`config.mk`:
```
export PLATFORM = sky130hd
export DESIGN_NAME = pwm_capture_flat
export DESIGN_NICKNAME = d
export VERILOG_FILES = /design/src/rtl/pwm_capture_pkg.sv /design/src/rtl/pwm_capture_if.sv /design/src/rtl/pwm_capture_calc.sv /design/src/rtl/pwm_capture.sv /design/src/flat_wrapper.sv
export SDC_FILE = /design/constraint.sdc
export NUM_CORES = 1
export LEC_CHECK = 0
export CORE_ASPECT_RATIO = 0.7
export CORE_MARGIN = 8
export CORE_UTILIZATION = 45
export CTS_CLUSTER_DIAMETER = 40
export CTS_CLUSTER_SIZE = 24
export DETAILED_ROUTE_END_ITERATION = 16
export PLACE_DENSITY = 0.68
export SLEW_MARGIN = 10
export SYNTH_ARGS = -nofsm -noshare
export SYNTH_HDL_FRONTEND = slang
export SYNTH_SLANG_ARGS = --single-unit
export TNS_END_PERCENT = 30
```
`constraint.sdc`:
```
create_clock -name CLK -period 9.2 [get_ports CLK]
set_clock_uncertainty 0.05 [all_clocks]
set_input_delay 2.3 -clock CLK [delete_from_list [all_inputs] [get_ports CLK]]
set_output_delay 2.3 -clock CLK [all_outputs]
set_load 0.05 [all_outputs]
```
`src/rtl/pwm_capture_pkg.sv`:
```
// Shared types and constants for the PWM period capture block.
// Holds FSM states, STATUS codes and the capture/result bundles.
package pwm_capture_pkg;

   localparam int PERIOD = 512;
   localparam int TIME_W = 9;

   typedef logic [TIME_W-1:0] time_t;

   localparam time_t T_LAST = time_t'(PERIOD - 1);

   typedef enum logic [1:0] {
      IDLE,
      ARM,
      MEASURE
   } state_e;

   localparam logic [1:0] ST_OK     = 2'b00;
   localparam logic [1:0] ST_LOW    = 2'b01;
   localparam logic [1:0] ST_HIGH   = 2'b10;
   localparam logic [1:0] ST_GLITCH = 2'b11;

   typedef struct packed {
      time_t      rise;
      time_t      fall;
      logic [1:0] n_rise;
      logic [1:0] n_fall;
      logic       glitch;
   } cap_t;

   typedef struct packed {
      cap_t cap;
      logic level;
   } snap_t;

   typedef struct packed {
      time_t      rise;
      time_t      fall;
      time_t      width;
      logic [7:0] phase;
      logic [1:0] status;
   } res_t;

   function automatic logic [1:0] sat_inc(input logic [1:0] n);
      return (n == 2'd2) ? n : n + 2'd1;
   endfunction

endpackage

```
`src/rtl/pwm_capture_if.sv`:
```
// Signal bundle between the capture block and its environment.
// slave is the block side, master the driver/observer side.
interface pwm_capture_if;
   import pwm_capture_pkg::*;

   time_t      TIME_CNT;
   logic       PWM_IN;
   logic       START;
   logic       CONTINUOUS;
   time_t      RISE;
   time_t      FALL;
   time_t      PULSE_WIDTH;
   logic [7:0] PHASE;
   logic [1:0] STATUS;
   logic       DOUT_VALID;
   logic       BUSY;

   modport slave (
      input  TIME_CNT,
      input  PWM_IN,
      input  START,
      input  CONTINUOUS,
      output RISE,
      output FALL,
      output PULSE_WIDTH,
      output PHASE,
      output STATUS,
      output DOUT_VALID,
      output BUSY
   );

   modport master (
      output TIME_CNT,
      output PWM_IN,
      output START,
      output CONTINUOUS,
      input  RISE,
      input  FALL,
      input  PULSE_WIDTH,
      input  PHASE,
      input  STATUS,
      input  DOUT_VALID,
      input  BUSY
   );

endinterface

```
`src/rtl/pwm_capture_calc.sv`:
```
// Result stage: classifies a captured window and derives width/phase.
// One register stage; results hold until the next snapshot.
module pwm_capture_calc
   import pwm_capture_pkg::*;
(
   input  logic  clk,
   input  logic  rst,
   input  logic  in_v,
   input  snap_t snap,
   output res_t  res,
   output logic  valid
);

   res_t  res_q, res_d;
   logic  valid_q, valid_d;
   logic  ok, none;
   time_t pw, ctr;

   assign ok   = !snap.cap.glitch
              && snap.cap.n_rise == 2'd1
              && snap.cap.n_fall == 2'd1;
   assign none = !snap.cap.glitch
              && snap.cap.n_rise == 2'd0
              && snap.cap.n_fall == 2'd0;

   // Widths and centre wrap mod PERIOD by the natural TIME_W width
   assign pw  = snap.cap.fall - snap.cap.rise;
   assign ctr = snap.cap.rise + (pw >> 1);

   always_comb begin
      res_d   = res_q;
      valid_d = in_v;
      if (in_v) begin
         res_d = '0;
         unique case (1'b1)
            ok: begin
               res_d.rise   = snap.cap.rise;
               res_d.fall   = snap.cap.fall;
               res_d.width  = pw;
               res_d.phase  = 8'(ctr >> 1);
               res_d.status = ST_OK;
            end
            none: begin
               res_d.status = snap.level ? ST_HIGH : ST_LOW;
            end
            default: begin
               res_d.status = ST_GLITCH;
            end
         endcase
      end
   end

   always_ff @(posedge clk or posedge rst) begin
      if (rst) begin
         res_q   <= '0;
         valid_q <= 1'b0;
      end else begin
         res_q   <= res_d;
         valid_q <= valid_d;
      end
   end

   assign res   = res_q;
   assign valid = valid_q;

endmodule

```
`src/rtl/pwm_capture.sv`:
```
// Measures rise/fall times of one PWM period against a free-running counter.
// FSM, edge detect and capture live here; arithmetic is in pwm_capture_calc.
module pwm_capture #(
   parameter int TIME_OFFSET = 0
) (
   input logic          CLK,
   input logic          RST,
   pwm_capture_if.slave io
);
   import pwm_capture_pkg::*;

   localparam time_t OFS = time_t'(TIME_OFFSET);

   state_e state_q, state_d;
   logic   pwm_q;
   time_t  time_q;
   cap_t   cap_q, cap_d, cur;
   snap_t  snap_q, snap_d;
   logic   snap_v_q, snap_v_d;

   logic   rise_e, fall_e, last, step_ok;
   time_t  edge_t;
   res_t   res;
   logic   res_v;

   assign rise_e  = io.PWM_IN & ~pwm_q;
   assign fall_e  = ~io.PWM_IN & pwm_q;
   assign last    = io.TIME_CNT == T_LAST;
   assign step_ok = io.TIME_CNT == time_q + time_t'(1);
   assign edge_t  = io.TIME_CNT - OFS;

   // START on the counter's last cycle skips ARM so the next 0 is not missed
   always_comb begin
      state_d = state_q;
      unique case (state_q)
         IDLE: begin
            if (io.START || io.CONTINUOUS)
               state_d = last ? MEASURE : ARM;
         end
         ARM: begin
            if (last)
               state_d = MEASURE;
         end
         MEASURE: begin
            if (last)
               state_d = io.CONTINUOUS ? MEASURE : IDLE;
         end
         default: state_d = IDLE;
      endcase
   end

   always_comb begin
      cur = cap_q;
      if (rise_e) begin
         if (cap_q.n_rise == 2'd0)
            cur.rise = edge_t;
         cur.n_rise = sat_inc(cap_q.n_rise);
      end
      if (fall_e) begin
         if (cap_q.n_fall == 2'd0)
            cur.fall = edge_t;
         cur.n_fall = sat_inc(cap_q.n_fall);
      end
      if (!step_ok)
         cur.glitch = 1'b1;

      cap_d    = cap_q;
      snap_d   = snap_q;
      snap_v_d = 1'b0;
      if (state_q == MEASURE) begin
         cap_d = cur;
         if (last) begin
            snap_d.cap   = cur;
            snap_d.level = io.PWM_IN;
            snap_v_d     = 1'b1;
            cap_d        = '0;
         end
      end
   end

   always_ff @(posedge CLK or posedge RST) begin
      if (RST) begin
         state_q  <= IDLE;
         pwm_q    <= 1'b0;
         time_q   <= '0;
         cap_q    <= '0;
         snap_q   <= '0;
         snap_v_q <= 1'b0;
      end else begin
         state_q  <= state_d;
         pwm_q    <= io.PWM_IN;
         time_q   <= io.TIME_CNT;
         cap_q    <= cap_d;
         snap_q   <= snap_d;
         snap_v_q <= snap_v_d;
      end
   end

   pwm_capture_calc u_calc (
      .clk   (CLK),
      .rst   (RST),
      .in_v  (snap_v_q),
      .snap  (snap_q),
      .res   (res),
      .valid (res_v)
   );

   assign io.RISE        = res.rise;
   assign io.FALL        = res.fall;
   assign io.PULSE_WIDTH = res.width;
   assign io.PHASE       = res.phase;
   assign io.STATUS      = res.status;
   assign io.DOUT_VALID  = res_v;
   assign io.BUSY        = state_q != IDLE;

endmodule

```
`src/flat_wrapper.sv`:
```
// flat-port wrapper written by rule: the top's interface ports become plain ports
module pwm_capture_flat import pwm_capture_pkg::*;
#(
   parameter int TIME_OFFSET = 0
)
  (CLK, RST, io_TIME_CNT, io_PWM_IN, io_START, io_CONTINUOUS, io_RISE, io_FALL, io_PULSE_WIDTH, io_PHASE, io_STATUS, io_DOUT_VALID, io_BUSY);
  pwm_capture_if io_i ();
  input logic CLK;
  input logic RST;
  input wire logic [$bits(io_i.TIME_CNT)-1:0] io_TIME_CNT;
  input wire logic [$bits(io_i.PWM_IN)-1:0] io_PWM_IN;
  input wire logic [$bits(io_i.START)-1:0] io_START;
  input wire logic [$bits(io_i.CONTINUOUS)-1:0] io_CONTINUOUS;
  output wire logic [$bits(io_i.RISE)-1:0] io_RISE;
  output wire logic [$bits(io_i.FALL)-1:0] io_FALL;
  output wire logic [$bits(io_i.PULSE_WIDTH)-1:0] io_PULSE_WIDTH;
  output wire logic [$bits(io_i.PHASE)-1:0] io_PHASE;
  output wire logic [$bits(io_i.STATUS)-1:0] io_STATUS;
  output wire logic [$bits(io_i.DOUT_VALID)-1:0] io_DOUT_VALID;
  output wire logic [$bits(io_i.BUSY)-1:0] io_BUSY;
  assign io_i.TIME_CNT = io_TIME_CNT;
  assign io_i.PWM_IN = io_PWM_IN;
  assign io_i.START = io_START;
  assign io_i.CONTINUOUS = io_CONTINUOUS;
  assign io_RISE = io_i.RISE;
  assign io_FALL = io_i.FALL;
  assign io_PULSE_WIDTH = io_i.PULSE_WIDTH;
  assign io_PHASE = io_i.PHASE;
  assign io_STATUS = io_i.STATUS;
  assign io_DOUT_VALID = io_i.DOUT_VALID;
  assign io_BUSY = io_i.BUSY;
  pwm_capture #(.TIME_OFFSET(TIME_OFFSET)) u_core (.CLK(CLK), .RST(RST), .io(io_i));
endmodule
```
==> run_results.csv <==
group,metric,value,unit
drt,vias_per_cell,5.560,
synth,synth-xor-area-share,0.03808,
synth,syn_area,4830,um2
power_and_ir_drop,vdd_drop_max,0.09317,mV
cts,clk_latency,350,ps
timing,setup_violations,0,
setup_path,slowest_delay,790,ps
setup_path,critPathBufInv,1,
synth,ys_ff_latch,98,
setup_path,path_cells,"clkdlybuf4s50_1 -> nand4_1 -> or3_1 -> nor2b_4 -> mux2_2",
floorplan,io_pins,53,
timing,rsz0062_at_grt,"no",
global_route,grt_max_degree,71,
floorplan,fp.dieW,139.8,um
cells_and_area,final_cells,618,
placed_design,dp.cells,602,
synth,ys_types,60,
global_route,grt_pass1_wl,18050,um
synth,synthAdderAreaFrac,0.06528,
drt,drt_pass1_iterations,4,
synth,postSynthAreaPerCell,11.08,um2
synth,yosysSeqAreaShare,0.5078,
cells_and_area,final_layout_size_suffix_gt1_frac,0.05967,
floorplan,initial_core_util,0.4646,
placed_design,gp_congestion,0.8397,
run_status,outcome,"finished, final reports clean",
floorplan,fp.dieH,102.7,um
floorplan,core_area,10400,um2
drt,drt_iter0_drc,198,
setup_path,critPathMaxFanout,49,
setup_path,path_class,"input pin to register",
cts,root_buffer,"clkbuf_16",
setup_path,cp-end-kind,"register",
cts,ctsResizeCount,0,
synth,ys_async_sr_fraction,1.000,
floorplan,std_cell_rows,31,
cells_and_area,final_core_util,0.5496,
global_route,grt_use_total,0.1568,
cells_and_area,area_growth,18.29,%
synth,synth_top_area_frac,0.5078,
drt,drc,0,
synth,synth_compound_area_frac,0.1920,
setup_path,cpMaxStageDelayCell,"nor2b_4",
cts,cts_buffer_depth,2,
power_and_ir_drop,power.leakage,2.670,nW
cells_and_area,nets,519,
synth,synth_nets,474,
synth,synth_commonest_cells,"dfrtp_1 (98), a22o_1 (44), nor2_1 (37)",
synth,ys_warn_count,0,
cts,tritoncts,"yes",
hold_path,hold_path_class,"register to register",
synth,yosys.area.top_type,"dfrtp_1",
synth,synthTopCellsByArea,"dfrtp_1 (51%), a22o_1 (8.0%), ha_1 (5.7%), mux2i_1 (3.7%), a21oi_1 (3.3%)",
timing,fin_tns_setup,0,ps
global_route,antenna_found_initial,0,
timing,fin_crit_sh,0.5081,
timing,max_freq,213.9,MHz
synth,synthMuxAreaShare,0.03964,
drt,avgRoutedWirePerCell,17.15,um
timing,period_minus_slack,4674,ps
setup_path,crit_arrival,4850,ps
cts,clkTransAtPathRegs,60,ps
synth,synth_top_family_by_area,"compound AO/OA/AOI/OAI gates",
cells_and_area,diodes,0,
setup_path,cp.required,9380,ps
synth,yosysMostFrequentCell,"dfrtp_1",
timing,slew_viol_final,0,
run,cap_viol_max_count,0,
global_route,grt_overflow,0,
drt,num_vias,3436,
timing,slew_headroom,0.1940,
timing,hold_violations,0,
cts,numCtsBuffers,9,
cts,htreeDepth,3,
cts,clock-sinks,98,
synth,synth_flop_cell,"dfrtp_1",
floorplan,die-area,14360,um2
drt,drt_wl_total,10600,um
power_and_ir_drop,pwr_density_cell,148.6,nW/um2
cts,ctsHoldBuffers,0,
drt,drtAntennaViolNets,0,
placed_design,dp_hpwl,7784,um
synth,synth_edf_count,0,
cts,postCtsSetupBuffers,0,
global_route,grt_pass1_vias,3531,
timing,worst_pin_slew,1209,ps
setup_path,crit_family,"simple AND/OR/NAND/NOR gates",
synth,netlist_instances,436,
placed_design,port_buffers,52,
setup_path,cp-start-kind,"input pin",
synth,synth-simple-area-share,0.1145,
-- cells in the final DEF, fill, tap and decap left out, drive strengths merged, types with 5 or more instances in the layout --
master / netlist / final
dfrtp: 98 / 98
clkdlybuf4s50: 0 / 52
a22o: 44 / 44
nor2: 39 / 39
a21oi: 32 / 32
inv: 24 / 26
nand2: 23 / 23
ha: 22 / 22
mux2i: 18 / 18
xor2: 12 / 12
clkbuf: 4 / 11
xnor2: 9 / 9
nor2b: 9 / 9
o21ai: 8 / 8
nand3: 6 / 6
o2bb2ai: 5 / 5
-- sequential cells by signal, summed over array words and instances (netlist names) --
name                 count
u_core.state_q           2
u_core.snap_v_q          1
u_core.snap_q           24
u_core.time_q            9
u_core.u_calc.valid      1
u_core.u_calc.res       37
u_core.pwm_q             1
u_core.cap_q            23
-- kinds of logic (layout without fill, tap and decap cells) --
| family | count (synthesis) | after routing |
|---|---|---|
| AOI/OAI and AO/OA | 124 | 124 |
| xor gates and xnor gates | 21 | 21 |
| adders and majority gates | 24 | 24 |
| buffers and inverters | 43 | 93 |
| DFF | 98 | 98 |
| muxes | 19 | 19 |
| and+or+nand+nor | 107 | 107 |
-- worst register-to-register path, cell delays in order, from the launching register on --
cell and delay [ps]:
dfrtp_1 460, inv_1 110, ha_1 270, nor2b_1 130, o21a_1 180, o21ai_0 490
a21oi_1 190, xor2_1 190, ha_1 330, a21oi_1 260, nor2_1 80, a211oi_1 270
a211oi_1 130, a211o_1 290
-- metrics by stage --
stage	total power, mW	instance area, um2	setup slack [ps]	hold slack [ps]
CTS	0.8607	5713	4549	450.3
finish	0.8492	5713	4526	444.3
detailed placement	0.4757	5409	4174	436.1
global placement	0.4748	5409	4235	432.1
global route	0.8833	5713	4350	472.5
floorplan	0.4618	4830	4288	402.8
-- per-layer routing --
| layer | track usage | up-vias | routed length [um] |
|---|---|---|---|
| met5 | 0 | - | 0 |
| met4 | 0.03322 | 0 | 72 |
| met3 | 0.04302 | 8 | 580 |
| met2 | 0.2408 | 66 | 4722 |
| met1 | 0.2180 | 1694 | 5225 |
| li1 | - | 1668 | - |
-- report_power, final --
| group | internal [mW] | switching (mW) | total [mW] |
|---|---|---|---|
| clock network | 0.220 | 0.162 | 0.383 |
| registers | 0.433 | 0.00240 | 0.435 |
| logic | 0.0118 | 0.0195 | 0.0313 |
-- worst paths after layout --
check	from	depth (start not counted)	endpoint	slack (ps)
min	u_core.u_calc.res[9]$_DFFE_PP0P_	1	u_core.u_calc.res[9]$_DFFE_PP0P_	440
max in group asynchronous	RST	3	u_core.time_q[5]$_DFF_PP0_	5700
max reg2reg	u_core.snap_q[16]$_DFFE_PP0P_	13	u_core.u_calc.res[8]$_DFFE_PP0P_	5650
min reg2reg	u_core.u_calc.res[9]$_DFFE_PP0P_	1	u_core.u_calc.res[9]$_DFFE_PP0P_	440
max	io_TIME_CNT[5]	5	u_core.snap_q[0]$_DFFE_PP0P_	4530
min in group asynchronous	RST	2	u_core.u_calc.res[8]$_DFFE_PP0P_	2240
-- final cells by class --
class	count	area [um2]
tap	132	165.2
timing repair buffer	53	528.0
sequential	98	2452
multi-input combinational	295	2171
clock buffer	11	242.7
clock inverter	5	61.31
inverter	24	92.59
fill	875	4682
Note: power is estimated with default switching activity, not from simulation.
